**config.mk**
```make
export PLATFORM = sky130hd
export DESIGN_NAME = rgbi_hdmi_encoder
export DESIGN_NICKNAME = d
export VERILOG_FILES = /design/src/rtl/rgbi_hdmi_pkg.sv /design/src/rtl/rgbi_hdmi_encoder_palette.sv /design/src/rtl/rgbi_hdmi_encoder.sv
export SDC_FILE = /design/constraint.sdc
export NUM_CORES = 1
export LEC_CHECK = 0
export CAP_MARGIN = 10
export CORE_MARGIN = 1.5
export CORE_UTILIZATION = 25
export DETAILED_ROUTE_END_ITERATION = 7
export PLACE_DENSITY = 0.52
export SLEW_MARGIN = 10
export SYNTH_ARGS = -nofsm -noshare
export SYNTH_HDL_FRONTEND = slang
export SYNTH_SLANG_ARGS = --single-unit
```
**constraint.sdc**
```tcl
create_clock -name clk -period 2.2 [get_ports clk]
set_clock_uncertainty 0.15 [all_clocks]
set_input_delay 0.22 -clock clk [delete_from_list [all_inputs] [get_ports clk]]
set_output_delay 0.22 -clock clk [all_outputs]
set_load 0.03 [all_outputs]
```
**src/rtl/rgbi_hdmi_pkg.sv**
```systemverilog
// Shared types and constants for the RGBI-to-HDMI pixel port.
// Optional scanline dimming is enabled by RGBI_HDMI_SCANLINE_EN.
package rgbi_hdmi_pkg;

  typedef enum logic [1:0] {
    MODE_CGA       = 2'b00,
    MODE_MDA_GREEN = 2'b01,
    MODE_MDA_GREY  = 2'b10
  } mode_e;

  typedef struct packed {
    logic [7:0] r;
    logic [7:0] g;
    logic [7:0] b;
  } rgb8_t;

  localparam logic [7:0] LVL_00 = 8'h00;
  localparam logic [7:0] LVL_55 = 8'h55;
  localparam logic [7:0] LVL_AA = 8'hAA;
  localparam logic [7:0] LVL_FF = 8'hFF;

  localparam logic [3:0] BROWN_IDX = 4'h6;

  function automatic mode_e decode_mode(input logic [1:0] sel);
    unique case (sel)
      2'b01:   return MODE_MDA_GREEN;
      2'b10:   return MODE_MDA_GREY;
      default: return MODE_CGA;
    endcase
  endfunction

endpackage

```
**src/rtl/rgbi_hdmi_encoder_palette.sv**
```systemverilog
// Combinational RGBI palette: mode + 4-bit index to three 8-bit levels.
// Used ahead of the stage-2 register in rgbi_hdmi_encoder.
module rgbi_palette
  import rgbi_hdmi_pkg::*;
(
  input  mode_e      mode_i,
  input  logic [3:0] idx_i,
  output rgb8_t      rgb_o
);

  logic [7:0] mda;
  logic [7:0] ilvl;

  always_comb begin
    mda = LVL_00;
    if (idx_i[2:0] != 3'b000) begin
      mda = idx_i[3] ? LVL_FF : LVL_AA;
    end else if (idx_i[3]) begin
      mda = LVL_55;
    end
    // AA and 55 share no bits, so OR is the sum
    ilvl = idx_i[3] ? LVL_55 : LVL_00;
    rgb_o = '0;
    unique case (mode_i)
      MODE_MDA_GREEN: begin
        rgb_o.g = mda;
      end
      MODE_MDA_GREY: begin
        rgb_o.r = mda;
        rgb_o.g = mda;
        rgb_o.b = mda;
      end
      default: begin
        rgb_o.r = (idx_i[2] ? LVL_AA : LVL_00) | ilvl;
        rgb_o.g = (idx_i[1] ? LVL_AA : LVL_00) | ilvl;
        rgb_o.b = (idx_i[0] ? LVL_AA : LVL_00) | ilvl;
        if (idx_i == BROWN_IDX) rgb_o.g = LVL_55;
      end
    endcase
  end

endmodule

```
**src/rtl/rgbi_hdmi_encoder.sv**
```systemverilog
// RGBI pixel stream to parallel RGB + sync/DE for an HDMI transmitter.
// Define RGBI_HDMI_SCANLINE_EN to halve brightness on odd scanlines.
module rgbi_hdmi_encoder
  import rgbi_hdmi_pkg::*;
#(
  parameter int COLOR_W  = 8,
  parameter int DE_DELAY = 1
) (
  input  logic               clk,
  input  logic               rst_n,
  input  logic [3:0]         video_i,
  input  logic               display_enable_i,
  input  logic               hsync_i,
  input  logic               vsync_i,
  input  logic [1:0]         mode_sel_i,
  input  logic [1:0]         sync_inv_i,
  output logic [COLOR_W-1:0] hdmi_r_o,
  output logic [COLOR_W-1:0] hdmi_g_o,
  output logic [COLOR_W-1:0] hdmi_b_o,
  output logic               hdmi_hs_o,
  output logic               hdmi_vs_o,
  output logic               hdmi_de_o,
  output logic               hdmi_clk_o,
  output logic               frame_start_o
);

  localparam int DE_LEN = 2 + DE_DELAY;

  logic [3:0]        video_q;
  logic              hs_q;
  logic              vs_q;
  logic              fs_q;
  mode_e             mode_q;
  logic [DE_LEN-1:0] de_line_q;
  logic              hs2_q;
  logic              vs2_q;
  rgb8_t             rgb_q;
  rgb8_t             rgb_d;
  rgb8_t             pal_rgb;
  logic              vs_rise;
  logic              hs_rise;
  logic              de_tail;

  assign vs_rise = vsync_i & ~vs_q;
  assign hs_rise = hsync_i & ~hs_q;

  always_ff @(posedge clk or negedge rst_n) begin
    if (!rst_n) begin
      video_q   <= '0;
      hs_q      <= 1'b0;
      vs_q      <= 1'b0;
      fs_q      <= 1'b0;
      mode_q    <= MODE_CGA;
      de_line_q <= '0;
    end else begin
      video_q   <= video_i;
      hs_q      <= hsync_i;
      vs_q      <= vsync_i;
      fs_q      <= vs_rise;
      de_line_q <= {de_line_q[DE_LEN-2:0], display_enable_i};
      if (vs_rise) mode_q <= decode_mode(mode_sel_i);
    end
  end

  rgbi_palette u_palette (
    .mode_i (mode_q),
    .idx_i  (video_q),
    .rgb_o  (pal_rgb)
  );

`ifdef RGBI_HDMI_SCANLINE_EN
  logic line_q;

  // vsync wins over a coincident hsync edge
  always_ff @(posedge clk or negedge rst_n) begin
    if (!rst_n) begin
      line_q <= 1'b0;
    end else if (vs_rise) begin
      line_q <= 1'b0;
    end else if (hs_rise) begin
      line_q <= ~line_q;
    end
  end

  always_comb begin
    rgb_d = pal_rgb;
    if (line_q) begin
      rgb_d.r = pal_rgb.r >> 1;
      rgb_d.g = pal_rgb.g >> 1;
      rgb_d.b = pal_rgb.b >> 1;
    end
  end
`else
  logic unused_hs_rise;
  assign unused_hs_rise = hs_rise;
  assign rgb_d = pal_rgb;
`endif

  always_ff @(posedge clk or negedge rst_n) begin
    if (!rst_n) begin
      rgb_q <= '0;
      hs2_q <= 1'b0;
      vs2_q <= 1'b0;
    end else begin
      rgb_q <= rgb_d;
      hs2_q <= hs_q;
      vs2_q <= vs_q;
    end
  end

  assign de_tail       = de_line_q[DE_LEN-1];
  assign hdmi_r_o      = de_tail ? rgb_q.r[7 -: COLOR_W] : '0;
  assign hdmi_g_o      = de_tail ? rgb_q.g[7 -: COLOR_W] : '0;
  assign hdmi_b_o      = de_tail ? rgb_q.b[7 -: COLOR_W] : '0;
  assign hdmi_de_o     = de_tail;
  assign hdmi_hs_o     = hs2_q ^ sync_inv_i[0];
  assign hdmi_vs_o     = vs2_q ^ sync_inv_i[1];
  assign hdmi_clk_o    = clk;
  assign frame_start_o = fs_q;

endmodule
```
==> key figures, run 1 <==
Clocking
  • CTS tree: done
  • Clock latency on the worst-skew pair: 400 ps
  • CTS clock-pin slew for the worst setup and hold paths: 100 ps

Synth
  • Area leader, netlist: dfrtp_1
  • Cells after Synth: 66
  • Syn Nets: 80
  • Synth top area share: 0.574
  • Synth Warn #: 0
  • Main flop type after synthesis: dfrtp_1
  • Commonest cells post-synth: 20 x buf_4, 19 x dfrtp_1, 5 x and2_1
  • Most repeated cell in the gate-level netlist after synthesis: buf_4
  • Seq/Total Area, Yosys: 0.574
  • EDFF count, synth: 0
  • Top post-synthesis cells by area: dfrtp_1 57%, buf_4 18%, and2_1 3.8%
  • Seq cells post-synth: 19
  • Count of cell types in the netlist: 18
  • Netlist Area Pre-Place: 828 sq um
  • Ys async rst share: 1.00
  • Post-synthesis area per instance: 12.5 sq um

STA
  • RSZ-0062 raised after global routing: false
  • Hold slack: 101 ps
  • Share of the clock period used by the worst path: 0.937
  • Final setup viols: 0
  • Rel. slew slack: 0.784
  • Setup_tns: 0 ps
  • Final Max Slew Viols: 0
  • Max Clk Rate: about 490 MHz
  • Final min period: 2060 ps
  • Slew @ Worst Pin: 324 ps
  • Final Hold Violating Endpoints: 0

Setup path
  • CP Class: register to output port
  • WP data arrival: 1690 ps
  • Slowest CP cell: clkdlybuf4s50_1
  • Worst path required time: 1830 ps
  • Critical path's top delay family: buffers and inverters
  • Crit start category: register
  • CP bufs+invs: 1
  • Cells along the critical path: and2_1, clkdlybuf4s50_1
  • Crit end category: output port
  • CP peak stage delay: 690 ps
  • Crit Path Max Fanout: 6

Cells and area
  • Diodes inserted: 0
  • Layout net count: about 110
  • Area growth from synthesis to layout: 47.9%
  • Layout cells sized above 1: 0.104

Outcome
  • Status: completed

Floorplan
  • Core area: ~0.0031 sq mm
  • Row Count: 20
  • Chip width: 60.6 um
  • Die Ht: 60.6 um
  • Top Ports: 42
  • Starting Density: 0.267
  • Die area: 0.00367 sq mm

Placement
  • Post-DP HPWL: 991 um
  • Routability cong.: ~0.69
  • IO buf count: 41

Global route
  • Total GRT Usage: 0.0802
  • Largest net degree at the start of global routing: 20
  • Initial antenna violation count: 0
  • Number of global-route vias before repair: 488
  • Global-route wire length before repair: 1.97 mm
  • Grt ovf: 0

Route
  • Via count: 523
  • Total Wirelength: 1.26 mm
  • Initial drt markers: 10
  • Residual DRC count: 0
  • DR pass1 iterations: 3
  • Routed Antenna Nets: 0
  • Vias per cell: around 3.7
  • WL per Instance: 9.00 um

Pwr
  • Leakage power: 0.626 nW
  • Pwr per Cell Area: 816 mW/mm^2
  • Peak supply drop: 0.252 mV

Job
  • Max cap viols: 0

Hold path
  • Hold Crit Class: primary input to register
-- where the power goes --
group | internal (W) | switching, W
Clock | 0.000147 | 0.000155
Sequential | 0.000380 | 0.0000126
Combinational | 0.000135 | 0.000170
-- cell usage in the layout, fill, tap and decap left out --
cell,n
clkbuf_1,1
o21ai_0,1
inv_1,3
a41o_1,1
dfrtp_1,19
dlygate4sd2_1,2
buf_4,1
nor2b_4,1
nor2_1,1
clkdlybuf4s50_1,32
nand4bb_1,1
ha_1,1
clkbuf_4,6
and2_1,5
and4bb_1,1
mux2_4,1
o21bai_1,2
a21oi_1,2
dlygate4sd3_1,1
xor2_1,2
nor3_1,1
dlymetal6s2s_1,7
nor3_2,1
nor2b_1,3
-- final cells by class --
cell class,count,area [sq um]
Clock buffer,8,57.6
Fill cell,332,1880
Inverter,3,11.3
Multi-Input combinational cell,24,191
Sequential cell,19,475
Tap cell,44,55.1
Timing Repair Buffer,42,434
-- worst register-to-register path, delay by kind of cell (launching register included) --
family / cells / cell delay, ps
flip-flops: 1 / 350
adder cells (fa/ha/maj): 1 / 350
buffers and inverters: 1 / 60
AND/OR/NAND/NOR: 2 / 380
-- routing by layer --
| layer | up-vias | track usage | routed length [um] |
|---|---|---|---|
| li1 | 251 | - | - |
| met1 | 229 | 0.0766 | 545 |
| met2 | 38 | 0.120 | 517 |
| met3 | 5 | 0.0341 | 147 |
| met4 | 0 | 0.0932 | 49 |
| met5 | - | 0 | 0 |
-- metrics by stage --
stage	area [sq um]	setup slack, ps	util	total power [W]	instances
6_report	1220	138	0.395	0.00100	140
5_1_grt	1220	18.4	0.395	0.00107	140
4_1_cts	1210	8.13	0.389	0.00102	140
3_5_place_dp	1150	166	0.371	0.000787	132
3_3_place_gp	1150	166	0.371	0.000782	132
2_1_floorplan	828	585	-	0.000686	66
-- sequential cells by signal, summed over array words and instances, names as in the netlist --
register / flops
hs_q: 1
de_line_q: 3
vs2_q: 1
rgb_q: 5
video_q: 4
mode_q: 2
vs_q: 1
frame_start_o: 1
hs2_q: 1
-- what timing repair did --
action	in CTS	in global routing
gates resized for setup	2	7
hold buffers	1	0
pin swaps	0	0
buffers inserted	0	0
endpoints found under the setup margin	2	7
hold endpoints to repair	19	0
-- path summary, 6_finish.rpt --
check                                            start                endpoint  slack, ps  depth (start not counted)
worst max-delay path            de_line_q[2]$_DFF_PN0_             hdmi_r_o[1]        140                          2
worst max register to register   mode_q[0]$_DFFE_PN0P_     rgb_q[13]$_DFF_PN0_        850                          4
worst min-delay path                        video_i[3]    video_q[3]$_DFF_PN0_        100                          1
min in group asynchronous                        rst_n     rgb_q[22]$_DFF_PN0_        530                          3
worst min register to register  de_line_q[1]$_DFF_PN0_  de_line_q[2]$_DFF_PN0_        210                          0
max in group asynchronous                        rst_n     rgb_q[13]$_DFF_PN0_       1180                          3
-- cell families (layout without fill, tap and decap cells) --
kind of cell	after synthesis	count (layout)	synth area share
AOI/OAI and AO/OA	6	6	0.0483
buffers and inverters	23	53	0.195
muxes	1	1	0.0181
and+or+nand+nor	14	14	0.128
DFF	19	19	0.574
xor gates and xnor gates	2	2	0.0212
adders and majority gates	1	1	0.0151
(Power assumes the default switching activity.)
==> run 2: changes to the inputs <==
Settings changed: CELL_PAD_IN_SITES_DETAIL_PLACEMENT set to 0, CELL_PAD_IN_SITES_GLOBAL_PLACEMENT set to 2, CORE_MARGIN 1.5 to not set, CTS_BUF_LIST set to sky130_fd_sc_hd__clkbuf_8, PLACE_DENSITY 0.52 to 0.8.
==> key figures, run 2 (synthesis gave the netlist of run 1 again) <==
STA
  • Max Clk Rate: 480 MHz (-1.1%)
  • Final Hold Violating Endpoints: 0 (unchanged)
  • Rel. slew slack: 0.791 (+0.00684)
  • Setup_tns: 0 ps (unchanged)
  • Slew @ Worst Pin: 313 ps (-10.7 ps)
  • RSZ-0062 raised after global routing: false
  • Final setup viols: 0 (unchanged)
  • Share of the clock period used by the worst path: 0.947 (+0.0101)
  • Final min period: 2080 ps (+22.2 ps)
  • Final Max Slew Viols: 0 (unchanged)

Setup path
  • Worst path required time: 1830 ps (about the same)
  • Reg2Reg Depth: 4 (unchanged)
  • CP Class: register to output port
  • R2R Setup Slk: 880 ps (+30 ps)
  • Reg-to-reg critical path endpoint: rgb_q[13]$_DFF_PN0_
  • Crit start category: register
  • WP data arrival: 1710 ps (+20 ps)
  • Crit Path Max Fanout: 8 (+2)
  • Crit end category: output port
  • RR Startpoint: mode_q[0]$_DFFE_PN0P_

Floorplan
  • Starting Density: 0.267 (unchanged)
  • Die Ht: 59.6 um (-1.7%)
  • Core area: 0.00310 sq mm (unchanged)
  • Row Count: 20 (unchanged)
  • Die area: 0.00355 sq mm (-3.3%)
  • Top Ports: 42 (unchanged)
  • Chip width: 59.6 um (-1.7%)

Cells and area
  • Layout cells sized above 1: 0.105 (+0.00110)
  • Layout net count: 110 (-0.90%)
  • Commonest cells after routing, fill and taps aside: 40 x clkdlybuf4s50_1, 19 x dfrtp_1, 6 x clkbuf_8
  • Max reg flops: 5 (unchanged)
  • Top Registers: rgb_q x5, video_q x4, de_line_q x3
  • Commonest non-fill, non-tap cell in the layout: clkdlybuf4s50_1
  • Core Util, Final: 0.398 (+0.00363)
  • Largest Register: rgb_q
  • Area growth from synthesis to layout: 49.2%
  • Non-filler cells, final: 139 (-0.71%)
  • Design area: 0.00124 sq mm (+0.92%)
  • Diodes inserted: 0 (unchanged)

Pwr
  • Leakage power: 0.530 nW (-15%)
  • Pwr per Cell Area: 906 mW/mm^2 (+11%)
  • Peak supply drop: 0.559 mV (+120%)

Route
  • Vias per cell: 3.82 (+2.3%)
  • Via count: 531 (+1.5%)
  • DR pass1 iterations: 4 (+1)
  • Initial drt markers: 18 (+8)
  • Routed Antenna Nets: 0 (unchanged)
  • Residual DRC count: 0 (unchanged)
  • Total Wirelength: 1.19 mm (-5.4%)
  • WL per Instance: 8.58 um (-4.7%)

Global route
  • Largest net degree at the start of global routing: 20 (unchanged)
  • Number of global-route vias before repair: 504 (+3.3%)
  • Total GRT Usage: 0.0811 (+0.000913)
  • Grt ovf: 0 (unchanged)
  • Global-route wire length before repair: 2.04 mm (+3.1%)
  • Initial antenna violation count: 0 (unchanged)

Placement
  • Routability cong.: 0.613 (-11%)
  • Placed cell area: 0.00115 sq mm (unchanged)
  • IO buf count: 41 (unchanged)
  • Placed Cells: 132 (unchanged)

Clocking
  • CTS clock-pin slew for the worst setup and hold paths: 60 ps (-40 ps)
  • Hold buffers post-CTS: 0 (-1)
  • Post-CTS Setup Bufs: 0 (unchanged)
  • PostCTS Resize Cnt: 1 (-1)
  • CTS tree: done
  • Clock latency on the worst-skew pair: 350 ps (-50 ps)

Job
  • Max cap viols: 0 (unchanged)

Hold path
  • Hold Crit Class: primary input to async pin

Outcome
  • Status: completed
## run 2: changes by cell type in the layout (fill, tap and decap cells not counted)
cell and change:
clkbuf_1 -1, clkbuf_4 -6, clkbuf_8 +6, clkdlybuf4s50_1 +8
dlygate4sd2_1 -1, dlygate4sd3_1 -1, dlymetal6s2s_1 -7, inv_1 +1
## run 2: worst max-delay path, stage by stage (launching register included)
cell	delay, ps
dfrtp_1	380
and2_1	260
clkdlybuf4s50_1	710
## run 2: worst max path at each step
stage / from / to / cells after the start / slack [ps]
floorplan: clk / hdmi_clk_o / 1 / 580
global placement: clk / hdmi_clk_o / 1 / 170
detailed placement: clk / hdmi_clk_o / 1 / 170
CTS: de_line_q[2]$_DFF_PN0_ / hdmi_r_o[0] / 2 / 80
global route: de_line_q[2]$_DFF_PN0_ / hdmi_r_o[6] / 2 / 20
finish: de_line_q[2]$_DFF_PN0_ / hdmi_r_o[0] / 2 / 120
## run 2: power breakdown
group | internal [W] | switching, W | leakage, nW | total, W
registers | 0.000381 | 0.0000121 | 0.226 | 0.000393
logic | 0.000137 | 0.000170 | 0.250 | 0.000307
clock network | 0.000257 | 0.000164 | 0.0537 | 0.000421
## run 2: through the flow
stage | total power, W | setup WS (ps) | hold slack, ps
4_1_cts | 0.00114 | 83.7 | 55.2
2_1_floorplan | 0.000686 | 585 | -226
3_5_place_dp | 0.000785 | 166 | 186
5_1_grt | 0.00118 | 18.0 | 84.1
6_report | 0.00112 | 116 | 49.3
3_3_place_gp | 0.000780 | 166 | 185
## run 2: routing by layer
metal / wire [um] / share of wire / GRT usage / vias up
met5: 0 / 0 / 0 / -
li1: - / - / - / 251
met4: 12 / 0.010 / 0.0532 / 0
met3: 188 / 0.16 / 0.0502 / 2
met2: 507 / 0.43 / 0.127 / 42
met1: 484 / 0.41 / 0.0801 / 236
## run 2: layout make-up
type / count / area [sq um]
clock buffer: 7 / 91.3
clock inverter: 1 / 3.75
fill: 344 / 1870
inverter: 3 / 11.3
multi-input combinational: 24 / 191
sequential: 19 / 475
tap: 44 / 55.1
timing repair buffer: 41 / 408
==> run 3: changes to the inputs <==
Settings changed: CORE_MARGIN set to 5.
==> key figures, run 3 (synthesis gave the netlist of run 1 again) <==
Route
  • Residual DRC count: 0 (unchanged)
  • Vias per cell: 3.66 (-4.1%)
  • Initial drt markers: 4 (-14)
  • Routed Antenna Nets: 0 (unchanged)
  • DR pass1 iterations: 3 (-1)
  • Total Wirelength: 1.42 mm (+19%)
  • Via count: 513 (-3.4%)
  • WL per Instance: 10.2 um (+19%)

STA
  • Rel. slew slack: 0.465 (-0.326)
  • Final Hold Violating Endpoints: 0 (unchanged)
  • Share of the clock period used by the worst path: 0.944 (-0.00326)
  • Final setup viols: 0 (unchanged)
  • Setup_tns: 0 ps (unchanged)
  • Max Clk Rate: 481 MHz (+0.35%)
  • Final Max Slew Viols: 0 (unchanged)
  • RSZ-0062 raised after global routing: false
  • Slew @ Worst Pin: 800 ps (+487 ps)
  • Final min period: 2080 ps (-7.17 ps)

Floorplan
  • Chip width: 67.6 um (+13%)
  • Core area: 0.00328 sq mm (+5.8%)
  • Die area: 0.00456 sq mm (+29%)
  • Starting Density: 0.252 (-0.0147)
  • Row Count: 21 (+5.0%)
  • Die Ht: 67.6 um (+13%)
  • Top Ports: 42 (unchanged)

Global route
  • Initial antenna violation count: 0 (unchanged)
  • Number of global-route vias before repair: 568 (+13%)
  • Global-route wire length before repair: 2.35 mm (+16%)
  • Total GRT Usage: 0.0724 (-0.00877)
  • Largest net degree at the start of global routing: 20 (unchanged)
  • Grt ovf: 0 (unchanged)

Setup path
  • Critical Path Source: de_line_q[2]$_DFF_PN0_
  • WP data arrival: 1710 ps (about the same)
  • Reg2Reg Depth: 4 (unchanged)
  • Worst path required time: 1830 ps (about the same)
  • Crit Path Max Fanout: 8 (unchanged)
  • RR Startpoint: mode_q[0]$_DFFE_PN0P_
  • CP peak stage delay: 710 ps (about the same)
  • Reg-to-reg critical path endpoint: rgb_q[13]$_DFF_PN0_
  • CP Capture Point: hdmi_b_o[0]
  • Crit start category: register
  • R2R Setup Slk: 870 ps (about the same)
  • CP Class: register to output port
  • Crit end category: output port
  • Slowest CP cell: clkdlybuf4s50_1
  • Cells along the critical path: and2_1, clkdlybuf4s50_1

Hold path
  • Hold Crit Class: primary input to register

Cells and area
  • Diodes inserted: 0 (unchanged)
  • Commonest non-fill, non-tap cell in the layout: clkdlybuf4s50_1
  • Core Util, Final: 0.379 (-0.0197)
  • Max reg flops: 5 (unchanged)
  • Layout net count: 109 (-0.91%)
  • Largest Register: rgb_q
  • Layout cells sized above 1: 0.0957 (-0.00952)
  • Top Registers: rgb_q x5, video_q x4, de_line_q x3
  • Fillers: 331 (-3.8%)
  • Area growth from synthesis to layout: 50.2%
  • Commonest cells after routing, fill and taps aside: 35 x clkdlybuf4s50_1, 19 x dfrtp_1, 6 x clkbuf_8

Placement
  • Post-DP HPWL: 1.14 mm
  • IO buf count: 41 (unchanged)
  • Routability cong.: 0.765 (+25%)

Clocking
  • Clock latency on the worst-skew pair: 350 ps (about the same)
  • CTS tree: done
  • Post-CTS Setup Bufs: 0 (unchanged)
  • CTS clock-pin slew for the worst setup and hold paths: 60 ps (about the same)

Pwr
  • Leakage power: 0.602 nW (+14%)
  • Peak supply drop: 0.696 mV (+25%)
  • Pwr per Cell Area: 902 mW/mm^2 (-0.44%)

Job
  • Max cap viols: 0 (unchanged)

Outcome
  • Status: completed
[run 3: critical path, delay by kind of cell, from the launching register on]
kind	cells	cell delay (ps)
buffers and inverters	1	710
AND/OR/NAND/NOR	1	250
flip-flops	1	390
[run 3: final cells by class]
class	instances	area, sq um	share of cell area
sequential	19	475	0.382
timing repair buffer	40	413	0.332
multi-input combinational	24	191	0.154
clock buffer	7	91.3	0.0734
tap	46	57.6	0.0463
inverter	3	11.3	0.00905
clock inverter	1	3.75	0.00302
[run 3: timing repair]
item | CTS | global route
endpoints found under the setup margin | 1 | 8
hold buffers | 0 | 0
resized for setup | 1 | 5
[run 3: where the power goes]
part | leakage (nW) | switching, W | internal, W
registers | 0.226 | 0.0000126 | 0.000380
clock network | 0.0537 | 0.000167 | 0.000257
logic | 0.323 | 0.000171 | 0.000134
total | 0.602 | 0.000351 | 0.000771
[run 3: worst min path at each step]
| stage | endpoint | depth (start not counted) | startpoint | slack (ps) |
|---|---|---|---|---|
| after floorplan | de_line_q[0]$_DFF_PN0_ | 0 | rst_n | -230 |
| after global placement | hs2_q$_DFF_PN0_ | 0 | hs_q$_DFF_PN0_ | 180 |
| after detailed placement | de_line_q[2]$_DFF_PN0_ | 0 | de_line_q[1]$_DFF_PN0_ | 190 |
| after CTS | de_line_q[0]$_DFF_PN0_ | 1 | display_enable_i | 150 |
| after global routing | de_line_q[0]$_DFF_PN0_ | 1 | display_enable_i | 150 |
| final | de_line_q[0]$_DFF_PN0_ | 1 | display_enable_i | 150 |
[run 3: metrics by stage]
stage | total power, W | hold WS, ps | cells | area (sq um) | worst slack (ps)
after floorplan | 0.000686 | -226 | 66 | 828 | 585
after global placement | 0.000782 | 185 | 133 | 1150 | 166
after detailed placement | 0.000787 | 186 | 133 | 1150 | 166
after CTS | 0.00115 | 147 | 140 | 1230 | 53.8
after global routing | 0.00118 | 147 | 140 | 1240 | 5.10
final | 0.00112 | 155 | 140 | 1240 | 123
[run 3: metal layers]
metal,share of wire,routed length (um),vias to the layer above,track usage
li1,-,-,248,-
met1,0.41,584,227,0.0759
met2,0.46,649,33,0.108
met3,0.12,165,5,0.0300
met4,0.016,23,0,0.0684
met5,0,0,-,0
